<file path="src/rtl/sys1_input_ctrl.sv">
`default_nettype none
// ============================================================================
// Module   : sys1_input_ctrl
// Purpose  : SEGA System 1 player-input front end. Turns PS/2 key events and
//            joysticks into active-low INP0/INP1/INP2 bytes, with coin pulse
//            stretching counted in vblank frames.
// Revision : 1.0  initial release
// ============================================================================
module sys1_input_ctrl #(
    parameter int COIN_FRAMES  = 3,
    parameter bit SOCD_NEUTRAL = 1'b1
) (
    input  logic        clk_sys,
    input  logic        reset,
    input  logic [10:0] ps2_key,
    input  logic [15:0] joystk1,
    input  logic [15:0] joystk2,
    input  logic        vblank,
    input  logic        bCabinet,
    output logic [7:0]  INP0,
    output logic [7:0]  INP1,
    output logic [7:0]  INP2
);

    localparam logic [4:0] c_K_U1   = 5'd0;
    localparam logic [4:0] c_K_D1   = 5'd1;
    localparam logic [4:0] c_K_L1   = 5'd2;
    localparam logic [4:0] c_K_R1   = 5'd3;
    localparam logic [4:0] c_K_T1_1 = 5'd4;
    localparam logic [4:0] c_K_T2_1 = 5'd5;
    localparam logic [4:0] c_K_F1   = 5'd6;
    localparam logic [4:0] c_K_F2   = 5'd7;
    localparam logic [4:0] c_K_S1   = 5'd8;
    localparam logic [4:0] c_K_S2   = 5'd9;
    localparam logic [4:0] c_K_C1   = 5'd10;
    localparam logic [4:0] c_K_C2   = 5'd11;
    localparam logic [4:0] c_K_U2   = 5'd12;
    localparam logic [4:0] c_K_D2   = 5'd13;
    localparam logic [4:0] c_K_L2   = 5'd14;
    localparam logic [4:0] c_K_R2   = 5'd15;
    localparam logic [4:0] c_K_T1_2 = 5'd16;
    localparam logic [4:0] c_K_T2_2 = 5'd17;

    localparam logic [3:0] c_COIN_FRAMES = 4'(COIN_FRAMES);

    typedef enum logic [1:0] {
        ST_IDLE     = 2'd0,
        ST_ACTIVE   = 2'd1,
        ST_WAIT_REL = 2'd2
    } coin_state_t;

    logic [17:0] r_keys;
    logic        r_toggle;
    logic        w_key_evt;
    logic        w_key_hit;
    logic [4:0]  w_key_idx;

    logic w_u1, w_d1, w_l1, w_r1, w_t1_1, w_t2_1;
    logic w_u2, w_d2, w_l2, w_r2, w_t1_2, w_t2_2;
    logic w_u1s, w_d1s, w_l1s, w_r1s, w_u2s, w_d2s, w_l2s, w_r2s;
    logic w_start1, w_start2, w_coin_raw;

    logic        r_vb_meta, r_vb_sync, r_vb_prev, w_vb_rise;
    logic        r_coin_raw, r_coin_prev, w_coin_rise;
    coin_state_t r_state, w_state_nxt;
    logic [3:0]  r_count, w_count_nxt, w_count_inc;
    logic        w_unused_bits;

    assign w_key_evt = ps2_key[10] ^ r_toggle;

    // Cursor keys match with or without the E0 prefix; all others need bit 8 clear.
    always_comb begin
        w_key_hit = 1'b0;
        w_key_idx = c_K_U1;
        case (ps2_key[7:0])
            8'h75: begin w_key_hit = 1'b1;         w_key_idx = c_K_U1;   end
            8'h72: begin w_key_hit = 1'b1;         w_key_idx = c_K_D1;   end
            8'h6B: begin w_key_hit = 1'b1;         w_key_idx = c_K_L1;   end
            8'h74: begin w_key_hit = 1'b1;         w_key_idx = c_K_R1;   end
            8'h29: begin w_key_hit = ~ps2_key[8];  w_key_idx = c_K_T1_1; end
            8'h14: begin w_key_hit = ~ps2_key[8];  w_key_idx = c_K_T2_1; end
            8'h05: begin w_key_hit = ~ps2_key[8];  w_key_idx = c_K_F1;   end
            8'h06: begin w_key_hit = ~ps2_key[8];  w_key_idx = c_K_F2;   end
            8'h16: begin w_key_hit = ~ps2_key[8];  w_key_idx = c_K_S1;   end
            8'h1E: begin w_key_hit = ~ps2_key[8];  w_key_idx = c_K_S2;   end
            8'h2E: begin w_key_hit = ~ps2_key[8];  w_key_idx = c_K_C1;   end
            8'h36: begin w_key_hit = ~ps2_key[8];  w_key_idx = c_K_C2;   end
            8'h2D: begin w_key_hit = ~ps2_key[8];  w_key_idx = c_K_U2;   end
            8'h2B: begin w_key_hit = ~ps2_key[8];  w_key_idx = c_K_D2;   end
            8'h23: begin w_key_hit = ~ps2_key[8];  w_key_idx = c_K_L2;   end
            8'h34: begin w_key_hit = ~ps2_key[8];  w_key_idx = c_K_R2;   end
            8'h1C: begin w_key_hit = ~ps2_key[8];  w_key_idx = c_K_T1_2; end
            8'h1B: begin w_key_hit = ~ps2_key[8];  w_key_idx = c_K_T2_2; end
            default: ;
        endcase
    end

    always_ff @(posedge clk_sys) begin
        if (reset) begin
            r_keys   <= '0;
            r_toggle <= ps2_key[10];
        end else if (w_key_evt) begin
            r_toggle <= ps2_key[10];
            if (w_key_hit)
                r_keys[w_key_idx] <= ps2_key[9];
        end
    end

    assign w_u2   = r_keys[c_K_U2]   | joystk2[3];
    assign w_d2   = r_keys[c_K_D2]   | joystk2[2];
    assign w_l2   = r_keys[c_K_L2]   | joystk2[1];
    assign w_r2   = r_keys[c_K_R2]   | joystk2[0];
    assign w_t1_2 = r_keys[c_K_T1_2] | joystk2[4];
    assign w_t2_2 = r_keys[c_K_T2_2] | joystk2[5];

    // Upright cabinets share one control panel, so P2 also drives P1.
    assign w_u1   = r_keys[c_K_U1]   | joystk1[3] | (w_u2   & ~bCabinet);
    assign w_d1   = r_keys[c_K_D1]   | joystk1[2] | (w_d2   & ~bCabinet);
    assign w_l1   = r_keys[c_K_L1]   | joystk1[1] | (w_l2   & ~bCabinet);
    assign w_r1   = r_keys[c_K_R1]   | joystk1[0] | (w_r2   & ~bCabinet);
    assign w_t1_1 = r_keys[c_K_T1_1] | joystk1[4] | (w_t1_2 & ~bCabinet);
    assign w_t2_1 = r_keys[c_K_T2_1] | joystk1[5] | (w_t2_2 & ~bCabinet);

    assign w_start1   = r_keys[c_K_S1] | r_keys[c_K_F1] | joystk1[6] | joystk2[6];
    assign w_start2   = r_keys[c_K_S2] | r_keys[c_K_F2] | joystk1[7] | joystk2[7];
    assign w_coin_raw = r_keys[c_K_C1] | r_keys[c_K_C2] | r_keys[c_K_F1] | r_keys[c_K_F2]
                      | joystk1[8] | joystk2[8];

    always_comb begin
        w_u1s = w_u1; w_d1s = w_d1; w_l1s = w_l1; w_r1s = w_r1;
        w_u2s = w_u2; w_d2s = w_d2; w_l2s = w_l2; w_r2s = w_r2;
        if (SOCD_NEUTRAL) begin
            if (w_l1 && w_r1) begin w_l1s = 1'b0; w_r1s = 1'b0; end
            if (w_u1 && w_d1) begin w_u1s = 1'b0; w_d1s = 1'b0; end
            if (w_l2 && w_r2) begin w_l2s = 1'b0; w_r2s = 1'b0; end
            if (w_u2 && w_d2) begin w_u2s = 1'b0; w_d2s = 1'b0; end
        end
    end

    // Raw-coin history resets to "held" so a press spanning reset needs a release first.
    always_ff @(posedge clk_sys) begin
        if (reset) begin
            r_vb_meta   <= 1'b0;
            r_vb_sync   <= 1'b0;
            r_vb_prev   <= 1'b0;
            r_coin_raw  <= 1'b1;
            r_coin_prev <= 1'b1;
        end else begin
            r_vb_meta   <= vblank;
            r_vb_sync   <= r_vb_meta;
            r_vb_prev   <= r_vb_sync;
            r_coin_raw  <= w_coin_raw;
            r_coin_prev <= r_coin_raw;
        end
    end

    assign w_vb_rise   = r_vb_sync & ~r_vb_prev;
    assign w_coin_rise = r_coin_raw & ~r_coin_prev;
    assign w_count_inc = r_count + 4'd1;

    always_ff @(posedge clk_sys) begin
        if (reset) begin
            r_state <= ST_IDLE;
            r_count <= 4'd0;
        end else begin
            r_state <= w_state_nxt;
            r_count <= w_count_nxt;
        end
    end

    always_comb begin
        w_state_nxt = r_state;
        w_count_nxt = r_count;
        case (r_state)
            ST_IDLE: begin
                if (w_coin_rise) begin
                    w_state_nxt = ST_ACTIVE;
                    w_count_nxt = 4'd0;
                end
            end
            ST_ACTIVE: begin
                if (w_vb_rise) begin
                    w_count_nxt = w_count_inc;
                    if (w_count_inc == c_COIN_FRAMES)
                        w_state_nxt = r_coin_raw ? ST_WAIT_REL : ST_IDLE;
                end
            end
            ST_WAIT_REL: begin
                if (!r_coin_raw)
                    w_state_nxt = ST_IDLE;
            end
            default: w_state_nxt = ST_IDLE;
        endcase
    end

    always_ff @(posedge clk_sys) begin
        if (reset) begin
            INP0 <= 8'hFF;
            INP1 <= 8'hFF;
            INP2 <= 8'hFF;
        end else begin
            INP0 <= ~{w_l1s, w_r1s, w_u1s, w_d1s, 1'b0, w_t2_1, w_t1_1, 1'b0};
            INP1 <= ~{w_l2s, w_r2s, w_u2s, w_d2s, 1'b0, w_t2_2, w_t1_2, 1'b0};
            INP2 <= ~{2'b00, w_start2, w_start1, 3'b000, (r_state == ST_ACTIVE)};
        end
    end

    assign w_unused_bits = ^{joystk1[15:9], joystk2[15:9]};

endmodule
`default_nettype wire

</file>
<file path="config.mk">
export PLATFORM = sky130hd
export DESIGN_NAME = sys1_input_ctrl
export DESIGN_NICKNAME = d
export VERILOG_FILES = /design/src/rtl/sys1_input_ctrl.sv
export SDC_FILE = /design/constraint.sdc
export NUM_CORES = 1
export LEC_CHECK = 0
export BUFFER_PORTS_ARGS = -buffer_cell sky130_fd_sc_hd__buf_2
export CAP_MARGIN = 10
export CELL_PAD_IN_SITES_DETAIL_PLACEMENT = 1
export CELL_PAD_IN_SITES_GLOBAL_PLACEMENT = 1
export CORE_AREA = 4 4 81 83
export CTS_BUF_LIST = sky130_fd_sc_hd__clkbuf_8
export DETAILED_ROUTE_END_ITERATION = 8
export DIE_AREA = 0 0 85 87
export HOLD_SLACK_MARGIN = 0.02
export PLACE_DENSITY = 0.81
export SETUP_SLACK_MARGIN = 0.3
export SYNTH_ARGS = -nofsm -noshare
export SYNTH_HDL_FRONTEND = slang
export SYNTH_SLANG_ARGS = --single-unit
</file>
<file path="constraint.sdc">
create_clock -name clk_sys -period 4.8 [get_ports clk_sys]
set_clock_uncertainty 0.1 [all_clocks]
set_input_delay 0.24 -clock clk_sys [delete_from_list [all_inputs] [get_ports clk_sys]]
set_output_delay 0.24 -clock clk_sys [all_outputs]
set_load 0.01 [all_outputs]
</file>
==> impl_metrics.yaml, run 1 <==
setup_path:
  crit_cells: 8
  cpPeakStageDelay_ns: 0.71
  worstPathCellList: "buf_2 > nand2b_1 > nor3_1 > o31a_1 > a21oi_1 > nand2_1 > o311ai_0 > o41ai_1"
  critical_path_class: "in2reg"
  crit_end: "r_keys[10]"
  critPathBufInv: 1
  critical-path-top-delay-family: "compound AO/OA/AOI/OAI gates"
  startpoint: "ps2_key[3]"
  worstPathRequired_ns: 4.86
  crit_path_start_kind: "input port"
  r2r-end: "r_keys[17]"
  critPathSlowestCell: "a21oi_1"
  end_kind: "flip-flop"
  r2r-start: "r_toggle"
  r2r_cells: 4
  r2r_setup_slack_ns: 2.74
  cp_data_arrival_time_ns: 2.84
  cp_max_fo: 13
synthesis:
  ys_ff_latch: 45
  avgSynthCellArea_um2: 8.45
  syn_area_mm2: 0.00231
  synthArstFlopShare_pct: 0
  synthCells: 273
  synth_ff_type: "dfxtp_1"
  synthDistinctLibCells: 51
  synth_edf_count: 1
  ys_seq_area_share_pct: 39.5
  yosys_warnings: 0
floorplan:
  core_region_area_mm2: 0.00585
  start_util_pct: 39.4
  ios: 71
  dieArea_mm2: 0.00740
  die_w_um: 85
  die_y_um: 87
  row_count: 28
sta:
  max-slew-margin-rel_pct: 38.3
  period_share_pct: 57.8
  slew_violations: 0
  finalHoldViolCount: 0
  setup_viol: 0
  rsz0062_at_grt: "no"
  fin_tns_setup_ns: 0
  fmax_mhz: 360
  tightest_slew_ns: 0.925
  fin_crit_ns: 2.77
routing:
  detail_route.wl_per_cell_um: 14.8
  drc: 0
  post_drt_via_cell_ratio: 5.34
  drt_iter0_markers: 85
  wl_um: 5780
  ant_nets: 0
  num_vias: 2078
  drtPass1Iterations: 4
power_and_ir_drop:
  leakage_nw: 1.02
  finalPower_uw: 712
  p_sw_share_pct: 25.4
  p_comb_share_pct: 13.0
  p_int_uw: 531
  peakVddDrop_v: 0.000141
  powerDensity_mw_per_mm2: 270
  seq_power_share_pct: 54.4
  p_clk_share_pct: 32.6
  power_switching_uw: 180
place:
  hpwlAfterDp_um: 4270
  place_congestion: 0.903
  place_inst: 379
  port_buffers: 47
clock_tree:
  cts_buffer_depth: 2
  postCtsSetupBuffers: 0
  numCtsBuffers: 5
  cts.sinks: 45
  clk_latency_ns: 0.29
  cts_tree: "built"
  h-tree-depth: 2
  ctsResizeCount: 0
  cts_root_buf: "clkbuf_8"
  clk_pin_slew_worst_paths_ns: 0.08
global_routing:
  grt_pass1_vias: 2160
  grt_pass1_wl_um: 10200
  grt_overflow_total: 0
  grt_util_all_layers_pct: 16.8
  antenna_found_initial: 0
  grt_max_degree: 25
finish:
  n_antenna_cell: 0
  nets: 362
  fin_cells: 389
  drive_gt1_share_pct: 18.8
  syn2layout_area_growth_pct: 14.4
outcome:
  status: "completed"
run:
  cap_violations: 0
hold_path:
  hold_path_class: "in2reg"
[area by class of cell]
| type | count | area (um2) |
|---|---|---|
| Multi-Input combinational cell | 206 | 1270 |
| Inverter | 6 | 22.5 |
| Timing Repair Buffer | 49 | 255 |
| Sequential cell | 45 | 911 |
| Clock inverter | 2 | 7.51 |
| Clock buffer | 6 | 82.6 |
| Fill cell | 741 | 3210 |
| Tap cell | 75 | 93.8 |
[power groups by stage]
stage	combinational (mW)	clock, mW	sequential, mW
floorplan	0.0598	0	0.398
global placement	0.0886	0	0.395
detailed placement	0.0915	0	0.396
CTS	0.0934	0.240	0.387
global route	0.105	0.257	0.388
finish	0.0926	0.232	0.387
[what timing repair did]
action | 4_1_cts | 5_1_grt
setup endpoints to repair | 0 | 0
hold buffers | 2 | 0
endpoints found under the hold margin | 1 | 0
[per-layer routing]
layer	global-route usage [%]	vias up	wire, um
met5	0	-	0
met4	5.47	0	82
met3	2.55	6	235
met2	29.7	39	2900
met1	20.8	982	2560
li1	-	1051	-
[flip-flops by register name, indices dropped and copies added (netlist names)]
register / cells
INP1: 6
r_vb_sync: 1
r_vb_meta: 1
r_vb_prev: 1
r_coin_raw: 1
r_state: 2
INP2: 3
r_coin_prev: 1
r_toggle: 1
INP0: 6
r_count: 4
r_keys: 18
[kinds of logic after synthesis]
family,Yosys count,synth area share (%)
buffers and inverters,30,6.89
DFF,45,39.5
adders and majority gates,2,1.08
other,1,0.163
xor gates and xnor gates,7,2.66
and+or+nand+nor,123,28.7
muxes,12,5.21
AOI/OAI and AO/OA,53,15.8
[Yosys cell counts (all sizes together), types with 3 or more instances]
cell / n / area (um2)
nand2b: 6 / 37.5
dfxtp: 44 / 881
nor4bb: 3 / 30.0
nand3: 7 / 35.0
buf: 17 / 110
inv: 6 / 22.5
nand2: 23 / 86.3
xnor2: 3 / 26.3
o311ai: 6 / 52.6
nand4: 3 / 18.8
a21oi: 11 / 55.1
nor4: 7 / 50.1
o22ai: 3 / 18.8
nor3: 13 / 65.1
or3: 4 / 25.0
nor2b: 7 / 43.8
o21ai: 13 / 72.6
nor2: 31 / 116
o211ai: 4 / 30.0
o41ai: 6 / 52.6
nand3b: 4 / 30.0
and3: 3 / 18.8
mux2i: 12 / 120
nor3b: 3 / 33.8
xor2: 4 / 35.0
clkbuf: 7 / 26.3
[how the worst min path moves through the flow]
stage          startpoint    endpoint  depth (start not counted)
2_1_floorplan       reset   r_vb_prev                          1
3_3_place_gp   r_state[1]  r_state[0]                          1
3_5_place_dp   r_state[1]  r_state[0]                          1
4_1_cts        joystk2[6]     INP2[4]                          2
5_1_grt        joystk2[6]     INP2[4]                          2
6_report       joystk2[6]     INP2[4]                          2
[layout by cell type (no fill, tap or decap), types with 4 or more instances in the layout]
cell / count
o41ai_1: 6
nand2b_1: 6
o311ai_0: 6
conb_1: 9
or3_1: 4
nand3_1: 7
nand2_1: 23
nand3b_1: 4
nor2_1: 31
xor2_1: 4
nor4_1: 6
buf_2: 47
o21ai_0: 10
mux2i_1: 12
nor3_1: 13
clkbuf_8: 6
inv_1: 8
a21oi_1: 11
nor2b_1: 7
dfxtp_1: 44
o211ai_1: 4
[worst register-to-register path, delay by kind of cell (launching register included)]
kind | cells | cell delay (ns)
simple gates | 2 | 1.05
flops | 1 | 0.43
xor+xnor | 1 | 0.22
mux | 1 | 0.13
[stage by stage]
stage | area [um2] | setup slack, ns | util [%] | hold slack [ns]
finish | 2640 | 2.03 | 45.1 | 0.0346
global route | 2640 | 1.72 | 45.1 | 0.0271
CTS | 2640 | 2.04 | 45.1 | 0.0287
detailed placement | 2530 | 1.86 | 43.2 | 0.319
global placement | 2530 | 1.90 | 43.2 | 0.308
floorplan | 2340 | 2.66 | - | 0.212
(Power assumes the default switching activity.)
==> run 2, diff against run 1 <==
--- a/config.mk
+++ b/config.mk
@@ -9,12 +9,12 @@
 export CAP_MARGIN = 10
 export CELL_PAD_IN_SITES_DETAIL_PLACEMENT = 1
 export CELL_PAD_IN_SITES_GLOBAL_PLACEMENT = 1
-export CORE_AREA = 4 4 81 83
+export CORE_AREA = 4 4 83 85
 export CTS_BUF_LIST = sky130_fd_sc_hd__clkbuf_8
 export DETAILED_ROUTE_END_ITERATION = 8
-export DIE_AREA = 0 0 85 87
+export DIE_AREA = 0 0 87 89
 export HOLD_SLACK_MARGIN = 0.02
-export PLACE_DENSITY = 0.81
+export PLACE_DENSITY = 0.77
 export SETUP_SLACK_MARGIN = 0.3
 export SYNTH_ARGS = -nofsm -noshare
 export SYNTH_HDL_FRONTEND = slang
==> constraint.sdc (replaced) <==
create_clock -name clk_sys -period 2.6 [get_ports clk_sys]
set_clock_uncertainty 0.1 [all_clocks]
set_input_delay 0.13 -clock clk_sys [delete_from_list [all_inputs] [get_ports clk_sys]]
set_output_delay 0.13 -clock clk_sys [all_outputs]
set_load 0.01 [all_outputs]
==> run 2 against run 1 <==
Combinational power increased by 110%. Hold slack improved by 0.011 ns. Critical path depth did not move. Via count rose by 4.4%. Sequential cell count stayed put. Critical endpoint is now r_keys[15]. Global-route usage fell by 0.30 points. Highest routed layer unchanged.
==> impl_metrics.yaml, run 2 (synthesized netlist as in run 1, its figures left out) <==
finish:
  finalInstanceArea_mm2: 0.00284
  mostFrequentLayoutCells: "buf_2 (47), dfxtp_1 (44), nor2_1 (31)"
  largestRegisters: "r_keys (18), INP0 (6), INP1 (6)"
  nets: 382
  largest_register_ff_count: 18
  drive_gt1_share_pct: 18.0
  mostFrequentLayoutCell: "buf_2"
  syn2layout_area_growth_pct: 22.9
  largest-register: "r_keys"
  n_antenna_cell: 0
setup_path:
  cpPeakStageDelay_ns: 0.46
  cp_data_arrival_time_ns: 2.20
  critPathBufInv: 1
  crit_path_start_kind: "input port"
  critical-path-top-delay-family: "simple AND/OR/NAND/NOR gates"
  worstPathRequired_ns: 2.68
  cp_max_fo: 17
  worstPathCellList: "buf_2 > and2b_1 > nand3_1 > o211ai_1 > or3b_1 > nor3_1 > mux2i_1 > nor2_1"
  critPathSlowestCell: "or3b_1"
  end_kind: "flip-flop"
  critical_path_class: "in2reg"
floorplan:
  dieArea_mm2: 0.00774
  ios: 71
  start_util_pct: 37.2
  core_region_area_mm2: 0.00620
  die_w_um: 87
  die_y_um: 89
  row_count: 29
sta:
  fin_crit_ns: 2.12
  fin_tns_setup_ns: 0
  rsz0062_at_grt: "no"
  setup_viol: 0
  finalHoldViolCount: 0
  fmax_mhz: 472
  period_share_pct: 81.6
  tightest_slew_ns: 0.509
  max-slew-margin-rel_pct: 65.9
  slew_violations: 0
clock_tree:
  clk_pin_slew_worst_paths_ns: 0.08
  numCtsBuffers: 5
  cts.sinks: 45
  cts_buffer_depth: 2
  cts_root_buf: "clkbuf_8"
  h-tree-depth: 2
  cts_tree: "built"
  clk_latency_ns: 0.29
place:
  placedInstanceArea_mm2: 0.00255
  port_buffers: 47
  hpwlAfterDp_um: 4320
  place_congestion: 0.868
routing:
  wl_um: 6070
  post_drt_via_cell_ratio: 5.28
  drt_iter0_markers: 102
  detail_route.wl_per_cell_um: 14.8
  drc: 0
  num_vias: 2170
  ant_nets: 0
  drtPass1Iterations: 4
power_and_ir_drop:
  p_sw_share_pct: 26.1
  p_comb_share_pct: 14.9
  p_int_uw: 970
  seq_power_share_pct: 54.4
  power_switching_uw: 343
  leakage_nw: 1.10
  p_clk_share_pct: 30.7
  powerDensity_mw_per_mm2: 463
  peakVddDrop_v: 0.000326
global_routing:
  grt_max_degree: 24
  antenna_found_initial: 0
  grt_pass1_wl_um: 10300
  grt_overflow_total: 0
  grt_pass1_vias: 2171
  grt_util_all_layers_pct: 16.4
hold_path:
  hold_path_class: "in2reg"
run:
  cap_violations: 0
outcome:
  status: "completed"
-- run 2: path summary, 6_finish.rpt --
| check | endpoint | cells after the start | slack, ns | start |
|---|---|---|---|---|
| setup / recovery | r_keys[15] | 8 | 0.48 | ps2_key[1] |
| hold / removal | INP1[4] | 4 | 0.05 | joystk2[2] |
| hold reg to reg | r_state[0] | 1 | 0.33 | r_state[1] |
| setup reg to reg | r_keys[17] | 4 | 0.69 | r_toggle |
-- run 2: stage by stage --
stage | worst slack (ns) | power, mW | utilization, % | hold WS, ns | cells
final | 0.479 | 1.31 | 45.7 | 0.0452 | 411
after global placement | 0.243 | 0.896 | 41.1 | 0.207 | 383
after CTS | 0.503 | 1.33 | 45.6 | 0.0369 | 411
after detailed placement | 0.188 | 0.902 | 41.1 | 0.217 | 383
after floorplan | 0.567 | 0.846 | - | 0.102 | 281
after global routing | 0.276 | 1.37 | 45.7 | 0.0699 | 411
-- run 2: layout make-up --
class / count / area, um2
Multi-Input combinational cell: 206 / 1270
Fill cell: 780 / 3370
Clock inverter: 3 / 11.3
Tap cell: 77 / 96.3
Clock buffer: 5 / 68.8
Inverter: 6 / 22.5
Sequential cell: 45 / 911
Timing Repair Buffer: 69 / 450
-- run 2: per-layer routing --
metal	vias to the layer above	global-route usage, %	share of wire [%]
met5	-	0	0
met4	0	5.67	1.7
met3	8	2.58	3.9
met2	42	29.3	50
met1	1030	20.1	45
li1	1090	-	-
-- run 2: tightest hold or removal path: cells and delay by family --
family | cells | cell delay (ns)
simple gates | 3 | 0.18
buf+inv | 1 | 0.08
-- run 2: power by group through the flow --
stage | clock network [mW] | registers, mW | logic, mW
CTS | 0.418 | 0.715 | 0.195
finish | 0.403 | 0.715 | 0.196
global placement | 0 | 0.730 | 0.166
global route | 0.439 | 0.716 | 0.219
detailed placement | 0 | 0.731 | 0.171
floorplan | 0 | 0.736 | 0.110
-- run 2: timing repair --
item                                    CTS  global route
buffers inserted                          0             0
endpoints found under the setup margin    0             2
hold buffers                             20             0
endpoints found under the hold margin    17             0
gates resized for setup                   0             1
